===== src/rtl/ms_arb_pkg.sv =====
// Shared types and helpers for the round-robin master/slave arbiter.
// Holds the FSM encoding, command codes and the round-robin picker.
package ms_arb_pkg;

    localparam int MAX_MASTERS = 8;

    typedef enum logic {
        IDLE  = 1'b0,
        GRANT = 1'b1
    } state_e;

    localparam logic CMD_READ  = 1'b0;
    localparam logic CMD_WRITE = 1'b1;

    typedef struct packed {
        logic       valid;
        logic [2:0] idx;
    } pick_t;

    // First requester at or above ptr, wrapping at n (n need not be 2^k).
    function automatic pick_t rr_pick(
        input logic [MAX_MASTERS-1:0] req,
        input logic [2:0]             ptr,
        input int                     n
    );
        pick_t      p;
        logic [3:0] j;
        p = '0;
        for (int k = MAX_MASTERS - 1; k >= 0; k--) begin
            if (k < n) begin
                j = {1'b0, ptr} + 4'(k);
                if (j >= 4'(n)) j = j - 4'(n);
                if (req[j[2:0]]) begin
                    p.valid = 1'b1;
                    p.idx   = j[2:0];
                end
            end
        end
        return p;
    endfunction

endpackage


===== src/rtl/ms_arb_id_fifo.sv =====
// In-order FIFO of master IDs for outstanding reads.
// Extra pointer bit separates full from empty.
module ms_arb_id_fifo #(
    parameter int WIDTH    = 2,
    parameter int RD_DEPTH = 4
) (
    input  logic             clk,
    input  logic             rst,
    input  logic             push,
    input  logic             pop,
    input  logic [WIDTH-1:0] din,
    output logic [WIDTH-1:0] dout,
    output logic             full,
    output logic             empty
);

    localparam int AW = $clog2(RD_DEPTH);

    logic [WIDTH-1:0] mem [RD_DEPTH];
    logic [AW:0]      wr_ptr;
    logic [AW:0]      rd_ptr;
    logic             pop_ok;
    logic             push_ok;

    assign empty   = (wr_ptr == rd_ptr);
    assign full    = (wr_ptr[AW] != rd_ptr[AW]) &&
                     (wr_ptr[AW-1:0] == rd_ptr[AW-1:0]);
    assign pop_ok  = pop & ~empty;
    assign push_ok = push & (~full | pop_ok);
    assign dout    = mem[rd_ptr[AW-1:0]];

    // Pointer update; a reset discards every stored ID.
    always_ff @(posedge clk or posedge rst) begin
        if (rst) begin
            wr_ptr <= '0;
            rd_ptr <= '0;
        end else begin
            if (push_ok) wr_ptr <= wr_ptr + 1'b1;
            if (pop_ok)  rd_ptr <= rd_ptr + 1'b1;
        end
    end

    // Storage write; contents are meaningless until pointed at.
    always_ff @(posedge clk) begin
        if (push_ok) mem[wr_ptr[AW-1:0]] <= din;
    end

endmodule


===== src/rtl/ms_rr_arbiter.sv =====
// Round-robin arbiter sharing one slave port among N masters.
// Grant is held for a whole transaction; read IDs route responses back.
module ms_rr_arbiter
    import ms_arb_pkg::*;
#(
    parameter int N_MASTERS  = 4,
    parameter int DATA_WIDTH = 32,
    parameter int ADDR_WIDTH = 32,
    parameter int RD_DEPTH   = 4
) (
    input  logic                            clk,
    input  logic                            rst,
    input  logic [N_MASTERS-1:0]            m_req,
    input  logic [N_MASTERS*ADDR_WIDTH-1:0] m_addr,
    input  logic [N_MASTERS-1:0]            m_cmd,
    input  logic [N_MASTERS*DATA_WIDTH-1:0] m_wdata,
    output logic [N_MASTERS-1:0]            m_ack,
    output logic [DATA_WIDTH-1:0]           m_rdata,
    output logic [N_MASTERS-1:0]            m_resp,
    output logic                            s_req,
    output logic [ADDR_WIDTH-1:0]           s_addr,
    output logic                            s_cmd,
    output logic [DATA_WIDTH-1:0]           s_wdata,
    input  logic                            s_ack,
    input  logic [DATA_WIDTH-1:0]           s_rdata,
    input  logic                            s_resp,
    output logic                            err_resp
);

    localparam int OW = $clog2(N_MASTERS);

    state_e        state_q;
    state_e        state_d;
    logic [OW-1:0] owner_q;
    logic [OW-1:0] owner_d;
    logic [OW-1:0] rr_ptr_q;
    logic [OW-1:0] rr_ptr_d;
    logic [OW-1:0] owner_inc;
    logic [OW-1:0] head;
    pick_t         pick;
    logic          own_req;
    logic          own_cmd;
    logic          fifo_full;
    logic          fifo_empty;
    logic          push;
    logic          pop;
    logic          read_block;
    logic          accept;

    assign pick      = rr_pick(8'(m_req), 3'(rr_ptr_q), N_MASTERS);
    assign own_req   = m_req[owner_q];
    assign own_cmd   = m_cmd[owner_q];
    assign owner_inc = (owner_q == OW'(N_MASTERS - 1)) ? '0
                                                       : owner_q + 1'b1;

    // A pop in this cycle frees a slot, so it lifts a full-FIFO stall.
    assign pop        = s_resp & ~fifo_empty;
    assign read_block = (own_cmd == CMD_READ) & fifo_full & ~pop;
    assign accept     = (state_q == GRANT) & s_req & s_ack;
    assign push       = accept & (own_cmd == CMD_READ);

    ms_arb_id_fifo #(
        .WIDTH    (OW),
        .RD_DEPTH (RD_DEPTH)
    ) u_id_fifo (
        .clk   (clk),
        .rst   (rst),
        .push  (push),
        .pop   (pop),
        .din   (owner_q),
        .dout  (head),
        .full  (fifo_full),
        .empty (fifo_empty)
    );

    // State, owner and round-robin pointer registers.
    always_ff @(posedge clk or posedge rst) begin
        if (rst) begin
            state_q  <= IDLE;
            owner_q  <= '0;
            rr_ptr_q <= '0;
        end else begin
            state_q  <= state_d;
            owner_q  <= owner_d;
            rr_ptr_q <= rr_ptr_d;
        end
    end

    // Arbitrate in IDLE; leave GRANT on accept or a dropped request.
    always_comb begin
        state_d  = state_q;
        owner_d  = owner_q;
        rr_ptr_d = rr_ptr_q;
        unique case (state_q)
            IDLE: begin
                if (pick.valid) begin
                    state_d = GRANT;
                    owner_d = OW'(pick.idx);
                end
            end
            GRANT: begin
                if (accept) begin
                    state_d  = IDLE;
                    rr_ptr_d = owner_inc;
                end else if (!own_req) begin
                    state_d = IDLE;
                end
            end
            default: state_d = IDLE;
        endcase
    end

    // Slave-side request path, steered by the current owner.
    always_comb begin
        s_req   = 1'b0;
        s_addr  = '0;
        s_cmd   = 1'b0;
        s_wdata = '0;
        m_ack   = '0;
        if (state_q == GRANT) begin
            s_req   = own_req & ~read_block;
            s_addr  = m_addr[int'(owner_q)*ADDR_WIDTH +: ADDR_WIDTH];
            s_cmd   = own_cmd;
            s_wdata = m_wdata[int'(owner_q)*DATA_WIDTH +: DATA_WIDTH];
            m_ack[owner_q] = s_ack & s_req;
        end
    end

    // Response routing to the FIFO head, or an error when none is due.
    always_comb begin
        m_resp   = '0;
        m_rdata  = '0;
        err_resp = s_resp & fifo_empty;
        if (pop) begin
            m_resp[head] = 1'b1;
            m_rdata      = s_rdata;
        end
    end

endmodule


===== config.mk =====
export PLATFORM = sky130hd
export DESIGN_NAME = ms_rr_arbiter
export DESIGN_NICKNAME = d
export VERILOG_FILES = /design/src/rtl/ms_arb_pkg.sv /design/src/rtl/ms_arb_id_fifo.sv /design/src/rtl/ms_rr_arbiter.sv
export SDC_FILE = /design/constraint.sdc
export NUM_CORES = 1
export LEC_CHECK = 0
export CORE_AREA = 3 3 159 161
export CTS_CLUSTER_SIZE = 20
export DETAILED_ROUTE_END_ITERATION = 7
export DIE_AREA = 0 0 162 164
export MAX_ROUTING_LAYER = met4
export SLEW_MARGIN = 20
export SYNTH_ARGS = -nofsm -noshare
export SYNTH_HDL_FRONTEND = slang
export SYNTH_SLANG_ARGS = --single-unit

===== constraint.sdc =====
create_clock -name clk -period 2.6 [get_ports clk]
set_clock_uncertainty 0.1 [all_clocks]
set_input_delay 0.52 -clock clk [delete_from_list [all_inputs] [get_ports clk]]
set_output_delay 0.52 -clock clk [all_outputs]
set_load 0.05 [all_outputs]

### Word level (Yosys, flattened, before mapping)

Memories as Yosys holds them, arrays and structs flattened.
Index checks and enable logic that the tools add are counted.

| operators by class | value |
|---|---|
| eq/ne operators | 4 |
| magnitude comparators | 12 |
| bitwise operators | 19 |
| shifts and indexed selects | 2 |
| mux-type cells | 38 |
| $add $sub $neg | 10 |
| reduce and logical (&&, ||, !) cells | 5 |

Operators with widths:

| cell | count |
|---|---|
| $shiftx A128 B8 Y32 | 2 |
| $mux W32 | 3 |
| $mux W4 | 6 |
| $lt A3 B4 Y1 const B | 4 |
| $mux W1 | 15 |
| $bmux W1 S3 | 4 |
| $mux W3 | 4 |
| $and A1 B1 Y1 | 11 |
| $ge A3 B3 Y1 const B | 3 |
| $sub A3 B3 Y3 const B | 3 |
| $add A2 B2 Y3 const B | 2 |
| $add A3 B1 Y3 const B | 2 |
| $lt A2 B3 Y1 const B | 2 |
| $not A1 Y1 | 6 |
| $and A4 B4 Y4 | 1 |
| $bmux W1 S2 | 2 |
| $demux W1 S2 | 2 |
| $ge A2 B1 Y1 const B | 2 |
| $reduce_and A2 Y1 | 2 |
| $add A2 B1 Y3 const B | 1 |
| $eq A3 B3 Y1 | 1 |
| $ge A2 B3 Y1 const B | 1 |
| $logic_and A1 B1 Y1 | 3 |
| $sub A2 B3 Y3 const B | 1 |
| 7 further kinds | 7 |

| word-level totals | value |
|---|---|
| input bits | 300 |
| output and inout bits | 107 |
| memories kept | 1 |
| memory bits (writable) | 8 |
| flip-flop bits (word level) | 11 |
| logic and storage cells | 96 |

Memory list:

| name | words | width | read ports | clocked after memory_dff | wr ports | line | text |
|---|---|---|---|---|---|---|---|
| u_id_fifo.mem | 4 | 2 | 1 | 0 | 1 | ms_arb_id_fifo.sv:19 | `logic [WIDTH-1:0] mem [RD_DEPTH];` |

### Logic depth before layout (Yosys ltp)

Gate-level depths: netlist of run 1.

| depth | value |
|---|---|
| depth in word-level cells | 14 |
| depth in mapped cells | 9 |
| gate-level depth less buffers | 7 |

### Modules after synthesis

A second synthesis of run 1 with hierarchy kept.

| second synthesis, totals | value |
|---|---|
| cells, all modules | 326 |
| area, all modules | 3622.2 sq um |

By module, submodules not included:

| module | sequential area each (sq um) | area an instance (sq um) | instances | cells an instance |
|---|---|---|---|---|
| ms_rr_arbiter | 125.1 | 2825.2 | 1 | 259 |
| ms_arb_id_fifo | 390.4 | 797.0 | 1 | 67 |

### Worst setup path before layout of run 1

OpenSTA, ideal clock, no wires.

| path | value |
|---|---|
| kind | reg-to-output |
| start point | register u_id_fifo.rd_ptr[0] |
| end point | output m_resp[0] |
| slack | -218 ps |
| path buffers | 1 |
| cell stages (with the launch flop) | 5 |
| required time | 1980 ps |
| arrival time | 2198 ps |
| path through | dfrtp_1 > xnor2_1 > a31oi_1 > buf_2 > nor3b_1 |

| on the way | value |
|---|---|
| longest elaborated chain between the ends | 6 |
| elaborated cells between the ends (all ways) | 10 |
| classes of those cells | order compare: 2; eq/ne: 1; mux: 3; bitwise: 2; reduce/logical: 1; memory: 1 |

Ends and longest elaborated chain:

| what | line | text |
|---|---|---|
| from (decl) | ms_arb_id_fifo.sv:21 | `logic [AW:0] rd_ptr;` |
| from (signal assigned) | ms_arb_id_fifo.sv:39 | `if (pop_ok) rd_ptr <= rd_ptr + 1'b1;` |
| $mem_v2 Z4 W2 | n/a |  |
| $lt A2 B3 Y1 (implied by the code) or $ge A2 B1 Y1 (tied branches) | ms_rr_arbiter.sv:135 | `m_resp[head] = 1'b1;` |
| $logic_and A1 B1 Y1 (implied by the code) | ms_rr_arbiter.sv:135 |  |
| $mux W1 (implied by the code) | ms_rr_arbiter.sv:135 |  |
| $demux W1 S2 | ms_rr_arbiter.sv:135 |  |
| $mux W4 (*) | ms_rr_arbiter.sv:134 | `if (pop) begin` |
| to (decl) | ms_rr_arbiter.sv:19 | `output logic [N_MASTERS-1:0] m_resp,` |

Every way passes the cells marked *; elsewhere a longest branch is shown, timed or not.

### Worst setup path in the final report of run 1

| path | value |
|---|---|
| start point | input m_req[0] |
| end point | output m_ack[2] |

| on the way | value |
|---|---|
| longest elaborated chain between the ends | 6 |

Ends and longest elaborated chain:

| what | line | text |
|---|---|---|
| from (decl) | ms_rr_arbiter.sv:13 | `input logic [N_MASTERS-1:0] m_req,` |
| $bmux W1 S2 | ms_rr_arbiter.sv:51 | `assign own_req = m_req[owner_q];` |
| $mux W1 (implied by the code) | ms_rr_arbiter.sv:51 |  |
| $and A1 B1 Y1 | ms_rr_arbiter.sv:121 | `s_req = own_req & ~read_block;` |
| $and A1 B1 Y1 | ms_rr_arbiter.sv:125 | `m_ack[owner_q] = s_ack & s_req;` |
| $and A4 B4 Y4 (no source line) | n/a |  |
| $mux W4 | ms_rr_arbiter.sv:120 | `if (state_q == GRANT) begin` |
| to (decl) | ms_rr_arbiter.sv:17 | `output logic [N_MASTERS-1:0] m_ack,` |

Every way passes these cells. The select of a mux whose other input is x is not followed.

==> run metrics, run 1 <==
max incr delay on CP 0.51 ns; Reg2Reg Setup Slack 0.39 ns; largest family of logic cells by synthesized area multiplexers; Initial DRC Count 156; vias in the first global route 4362; Synth area leader mux4_2; synthesized flop and latch total 19; DR WL met3 1552 microns; clock-pin slew on the worst setup and hold paths 0.05 ns; register area share after synthesis 14.79%; Root Buffer clkbuf_16; IO buf count 406; CP Class input pin to output pin; share of layout cells above drive strength 1 35.47%; Hold-fix buffers, CTS 0; distinct cell type count after synthesis 40; CP arrival 1.99 ns; Detailed Route WL 19780 microns; unrepaired setup endpoints after global routing yes; Max Fanout on Critical Path 4; CP Data Required Time 1.98 ns; Synth Warn # 0; Rel. slew slack 68.23%; post-layout util 37.60%; Slew Viols, Final 0; share of the synthesized area in the top cell type 43.93%; violated checks setup timing; Worst Setup EP m_ack[2]; mux cell area share after synthesis 47.27%; Synth Area in Compound Gates 3.733%; Synth Area in XOR/XNOR 2.225%; Worst VDD drop 436.2 uV; cells along the critical path clkdlybuf4s50_1 > mux4_2 > nand3_4 > nor2_4 > buf_6 > and2_4 > buf_8; Post-DRT Antenna Nets 0; starting density of the core 14.46%; CP delay by family, top buffers and inverters; Detail Placement HPWL 16650 microns; GPL Wtd Cong 0.8020; IO Pins 407; Buf/Inv on CP 3; die width 162 microns; DR pass1 iterations 4; Post-Route Hold Slack 0.4311 ns; GRT Resource Usage Total 13.46%; Worst Hold Class flip-flop to flip-flop; leakage power 3.517 nW; # nets final 1029; Critical Path End Type output pin; Tmin final 2.612 ns; Die H 164 microns; Cell Area, Synth 0.003486 sq mm; most common flop cell mapped by yosys dfrtp_1; post-DR wirelength/cell 18.96 microns; Fmax 0.3828 GHz; total clock sinks 19; # setup viols final 4; syn_nets 614; Longest Clk Path Bufs 2; multi-input logic area 0.002924 sq mm; Slew @ Worst Pin 0.4760 ns; H-tree depth 1; Startpoint Class input pin; Synth Area in Simple Gates 23.01%; cells on worst reg2reg path 4; Setup TNS -0.03094 ns; Core ar. 0.02411 sq mm; ys async rst share 57.89%; sequential standard cell area 524.3 sq um; Adder-Cell Fraction of Synth Area 4.307%; clk_lat worst skew 0.25 ns; first-pass GRT wire length 26870 microns; outcome complete, but fails checks; # Max-Cap Violations 0; Levels on crit path 7; Reg2Reg Capture Point u_id_fifo.mem[0][0]; Tot Pwr 10.43 mW; TritonCTS Buffers 3; Setup crit start m_req[0]; Hold Path Cell Cnt 1; largest net degree at the start of global routing 68; Via density 4.109; via count 4286; synthesized area per cell 11.54 sq um; worst flop-to-flop path startpoint owner_q[0]; area grow syn2layout 160.0%; DRC 0; Worst path slowest cell mux4_2; top cells by area, synth mux4_2 44%, and2_1 19%, dfrtp_1 7.9%, edfxtp_1 6.9%, ha_1 4.3%; # fillers 2421; row count 57; wire length on met1 7801 microns; total gr overflow 0; Tcrit/Tclk final 100.5%; DR WL met2 10120 microns; initial antenna violation count 3; Top Metal Used met4; number of flops mapped to enable cells by yosys 8; setup ws final -0.01225 ns; final hold violations 0; cell count after synthesis 302; TritonCTS clock tree built; Power Density 1150 mW/mm^2; die footprint 0.02657 sq mm
==> where the power goes <==
group,switching [mW],total [mW],internal (mW)
Clock,0.113,0.321,0.209
Sequential,0.178,0.621,0.443
Combinational,4.98,9.48,4.50
Total,5.27,10.4,5.15
==> final cells by class <==
cell class / count / share of cell area, %
flip-flops and latches: 19 / 5.784
diodes: 3 / 0.08283
multi-input cells: 246 / 32.26
repair buffers: 439 / 56.20
well taps: 324 / 4.473
inverters: 8 / 0.3313
clock buffers: 4 / 0.8697
==> state kept, by name, indices dropped and copies added (netlist names) <==
name              count
u_id_fifo.mem         8
rr_ptr_q              2
u_id_fifo.wr_ptr      3
state_q               1
owner_q               2
u_id_fifo.rd_ptr      3
==> cell usage in the layout (no fill, tap or decap), types with 2 or more instances in the layout <==
cell             netlist  routed
clkdlybuf4s50_1        0     292
and2_1               104      83
mux4_2                68      68
buf_12                 0      68
buf_4                  1      51
and2_4                 1      22
ha_1                  12      12
clkbuf_16              0       9
buf_6                  1       8
dfrtp_1               11       8
edfxtp_1               8       8
inv_1                  8       7
mux2i_1                6       6
nand2_1                6       6
buf_8                  0       6
mux2_2                 5       5
dlygate4sd2_1          0       5
nor2_1                 6       4
diode_2                0       3
o21ai_0                3       3
nand3_1                4       3
xnor2_1                5       3
xnor2_2                0       2
xor2_1                 2       2
nand2b_1               2       2
nor2b_1                2       2
a21oi_1                2       2
a32oi_1                2       2
dlymetal6s2s_1         0       2
dfrtp_4                0       2
==> routing by layer <==
layer,GRT usage [%],vias up
met4,2.675,0
met1,16.74,2055
met5,-,-
li1,-,1979
met2,22.49,236
met3,3.228,16
==> how the worst min path moves through the flow <==
stage / startpoint / end / slack, ns
finish: u_id_fifo.rd_ptr[2] / u_id_fifo.rd_ptr[2] / 0.43
floorplan: rst / owner_q[0] / 0.27
CTS: u_id_fifo.rd_ptr[2] / u_id_fifo.rd_ptr[2] / 0.44
detailed placement: u_id_fifo.rd_ptr[2] / u_id_fifo.rd_ptr[2] / 0.43
global route: u_id_fifo.rd_ptr[2] / u_id_fifo.rd_ptr[2] / 0.48
global placement: u_id_fifo.rd_ptr[2] / u_id_fifo.rd_ptr[2] / 0.42
==> cells by family after synthesis <==
group / Yosys count
DFF: 19
and+or+nand+nor: 130
xor gates and xnor gates: 8
buffers and inverters: 37
adders and majority gates: 12
muxes: 79
AOI/OAI and AO/OA: 17
==> Yosys cell counts (all sizes together) (2+ instances only) <==
| cell | n |
|---|---|
| nand2 | 6 |
| buf | 15 |
| mux4 | 68 |
| nand3 | 4 |
| dfrtp | 11 |
| o31ai | 2 |
| o21ai | 3 |
| inv | 8 |
| ha | 12 |
| xor2 | 3 |
| nand2b | 2 |
| edfxtp | 8 |
| xnor2 | 5 |
| mux2 | 5 |
| clkbuf | 14 |
| a21oi | 2 |
| and2 | 105 |
| mux2i | 6 |
| nor2b | 3 |
| nor2 | 6 |
| a32oi | 2 |
==> repair_timing <==
| item | 4_1_cts | 5_1_grt |
|---|---|---|
| resized for setup | 35 | 23 |
| gates cloned | 0 | 7 |
| pin swaps | 6 | 0 |
| setup endpoints to repair | 33 | 52 |
| setup buffers | 0 | 4 |
==> metrics by stage <==
| stage | cell area, sq um | worst slack [ns] | std cells |
|---|---|---|---|
| floorplan | 3491 | 0.03709 | 302 |
| global placement | 8578 | -0.1859 | 1025 |
| detailed placement | 8578 | -0.1870 | 1025 |
| CTS | 8762 | -0.03855 | 1029 |
| global route | 9064 | -0.07483 | 1043 |
| finish | 9064 | -0.01225 | 1043 |
Note: power is estimated with default switching activity, not from simulation.
==> inputs of run 2 (changes only) <==
SKIP_LAST_GASP = 1   (was default)
==> run 2 against run 1 <==
  * The run still ends with setup timing left
  * Utilization is 1.0 points lower
  * Register-to-register slack lost 0.03 ns
  * Hold slack improved by 0.0010 ns
  * Total power is 4.7% lower
  * Via count decreased by 1.7%
  * Worst setup slack lost 0.017 ns
  * Clock power is essentially flat
  * Non-clock buffer count decreased by 7
  * Global-route usage is the same
==> run metrics, run 2 (same netlist as run 1, synthesis figures left out) <==
Slew @ Worst Pin 0.4747 ns (-0.001324 ns); # setup viols final 6 (+2); Max Fanout on Critical Path 5 (+1); cells along the critical path mux4_2 > nor2b_4 > nor2_4 > buf_6 > and2_4 > buf_8; row count 57 (unchanged); unrepaired setup endpoints after global routing yes; die footprint 0.02657 sq mm (unchanged); setup ws final -0.02946 ns (-0.01721 ns); DR pass1 iterations 4 (unchanged); Root Buffer clkbuf_16; Slew Viols, Final 0 (unchanged); max incr delay on CP 0.61 ns (+0.10 ns); Finished Cell Area 0.008815 sq mm (-2.7%); Hold-fix buffers, CTS 0 (unchanged); Setup crit start owner_q[0]; hold path startpoint u_id_fifo.rd_ptr[2]; clock-pin slew on the worst setup and hold paths 0.06 ns (about the same); TritonCTS Buffers 3 (unchanged); violated checks setup timing; starting density of the core 14.46% (unchanged); Die H 164 microns (unchanged); largest net degree at the start of global routing 68 (unchanged); initial antenna violation count 3 (unchanged); Power Density 1127 mW/mm^2 (-2.0%); Detail Placement HPWL 16650 microns (unchanged); Fmax 0.3803 GHz (-0.65%); Reg2Reg Capture Point u_id_fifo.mem[0][0]; # nets final 1022 (-0.68%); cells on worst reg2reg path 4 (unchanged); Via density 4.065 (-1.1%); commonest cells after routing, fill and taps aside 294 x clkdlybuf4s50_1, 98 x and2_1, 68 x mux4_2; leakage power 3.377 nW (-4.0%); post-DR wirelength/cell 18.46 microns (-2.7%); die width 162 microns (unchanged); final hold violations 0 (unchanged); H-tree depth 1 (unchanged); CP arrival 2.01 ns (+0.02 ns); Initial DRC Count 180 (+15%); Rel. slew slack 68.32% (+0.088 points); clk_lat worst skew 0.25 ns (about the same); Startpoint Class flip-flop; placed insts 1025 (unchanged); share of layout cells above drive strength 1 32.30% (-3.2 points); vias in the first global route 4355 (-0.16%); Critical Path End Type output pin; IO buf count 406 (unchanged); Tcrit/Tclk final 101.1% (+0.66 points); via count 4211 (-1.7%); dpl cell area 0.008578 sq mm (unchanged); Detailed Route WL 19120 microns (-3.3%); max reg flops 8 (unchanged); total gr overflow 0 (unchanged); TritonCTS clock tree built; post-layout util 36.57% (-1.0 points); Hold Path Cell Cnt 1 (unchanged); CP Class flip-flop to output pin; Worst path slowest cell mux4_2; total clock sinks 19 (unchanged); area grow syn2layout 152.9%; Worst VDD drop 430.3 uV (-1.3%); Worst Hold Class flip-flop to flip-flop; GPL Wtd Cong 0.8020 (unchanged); DRC 0 (unchanged); Reg2Reg Setup Slack 0.36 ns (-0.03 ns); GRT Resource Usage Total 13.46% (unchanged); Cell Count, Final, Fillers Out 1036 (-0.67%); pre-CTS setup slack -0.1870 ns (unchanged); commonest non-fill, non-tap cell in the layout clkdlybuf4s50_1; Setup TNS -0.1034 ns (-0.07247 ns); CP Data Required Time 1.98 ns (about the same); outcome complete, but fails checks; Longest Clk Path Bufs 2 (unchanged); Core ar. 0.02411 sq mm (unchanged); Worst Hold Endpoint u_id_fifo.rd_ptr[2]; Post-DRT Antenna Nets 0 (unchanged); worst flop-to-flop path startpoint owner_q[0]; # Max-Cap Violations 0 (unchanged); IO Pins 407 (unchanged); Tmin final 2.629 ns (+0.01721 ns); first-pass GRT wire length 26870 microns (unchanged)
==> run 2: area by class of cell <==
| type | count | area, sq um |
|---|---|---|
| multi-input combinational | 246 | 2855 |
| sequential | 19 | 524.3 |
| fill | 2445 | 15290 |
| inverter | 8 | 30.03 |
| tap | 324 | 405.4 |
| clock buffer | 4 | 78.83 |
| timing repair buffer | 432 | 4913 |
| antenna | 3 | 7.507 |
==> run 2: layer usage <==
metal  part of all wire (%)  GRT usage [%]
met3                    8.1          3.228
met2                     51          22.47
met4                    1.7          2.675
met1                     39          16.76
met5                      0              -
==> run 2: worst max-delay path by stage <==
stage / end / slack, ns
2_1_floorplan: s_addr[0] / 0.04
3_3_place_gp: m_ack[3] / -0.19
3_5_place_dp: m_ack[3] / -0.19
4_1_cts: s_addr[28] / -0.05
5_1_grt: m_ack[2] / -0.11
6_report: m_ack[2] / -0.03
==> run 2: power breakdown <==
part | total (mW) | switching (mW) | internal [mW]
sequential | 0.617 | 0.174 | 0.443
clock | 0.322 | 0.114 | 0.209
combinational | 8.99 | 4.85 | 4.14
==> run 2: what timing repair did <==
| item | in CTS | in global routing |
|---|---|---|
| resized for setup | 25 | 5 |
| pin swaps | 6 | 0 |
| endpoints found under the setup margin | 33 | 85 |
| buffers inserted | 0 | 2 |
| cloned | 0 | 2 |
==> run 2: critical path, delay by kind of cell, from the launching register on <==
kind                   cells  cell delay (ns)
buffers and inverters      2             0.26
muxes                      1             0.61
and+or+nand+nor            3             0.35
DFF                        1             0.53
==> run 2: metrics by stage <==
step | power, mW | hold WS (ns)
finish | 9.932 | 0.4321
global route | 10.41 | 0.4815
CTS | 9.896 | 0.4375
detailed placement | 9.490 | 0.4279
global placement | 9.457 | 0.4191
floorplan | 5.829 | 0.2724
==> inputs of run 3 (changes only) <==
ABC_CLOCK_PERIOD_IN_PS = 2600   (was default)
HOLD_SLACK_MARGIN = 0.08   (was default)
==> results of run 3 <==
No change in the layout: final DEF, timing and power equal those of run 2.
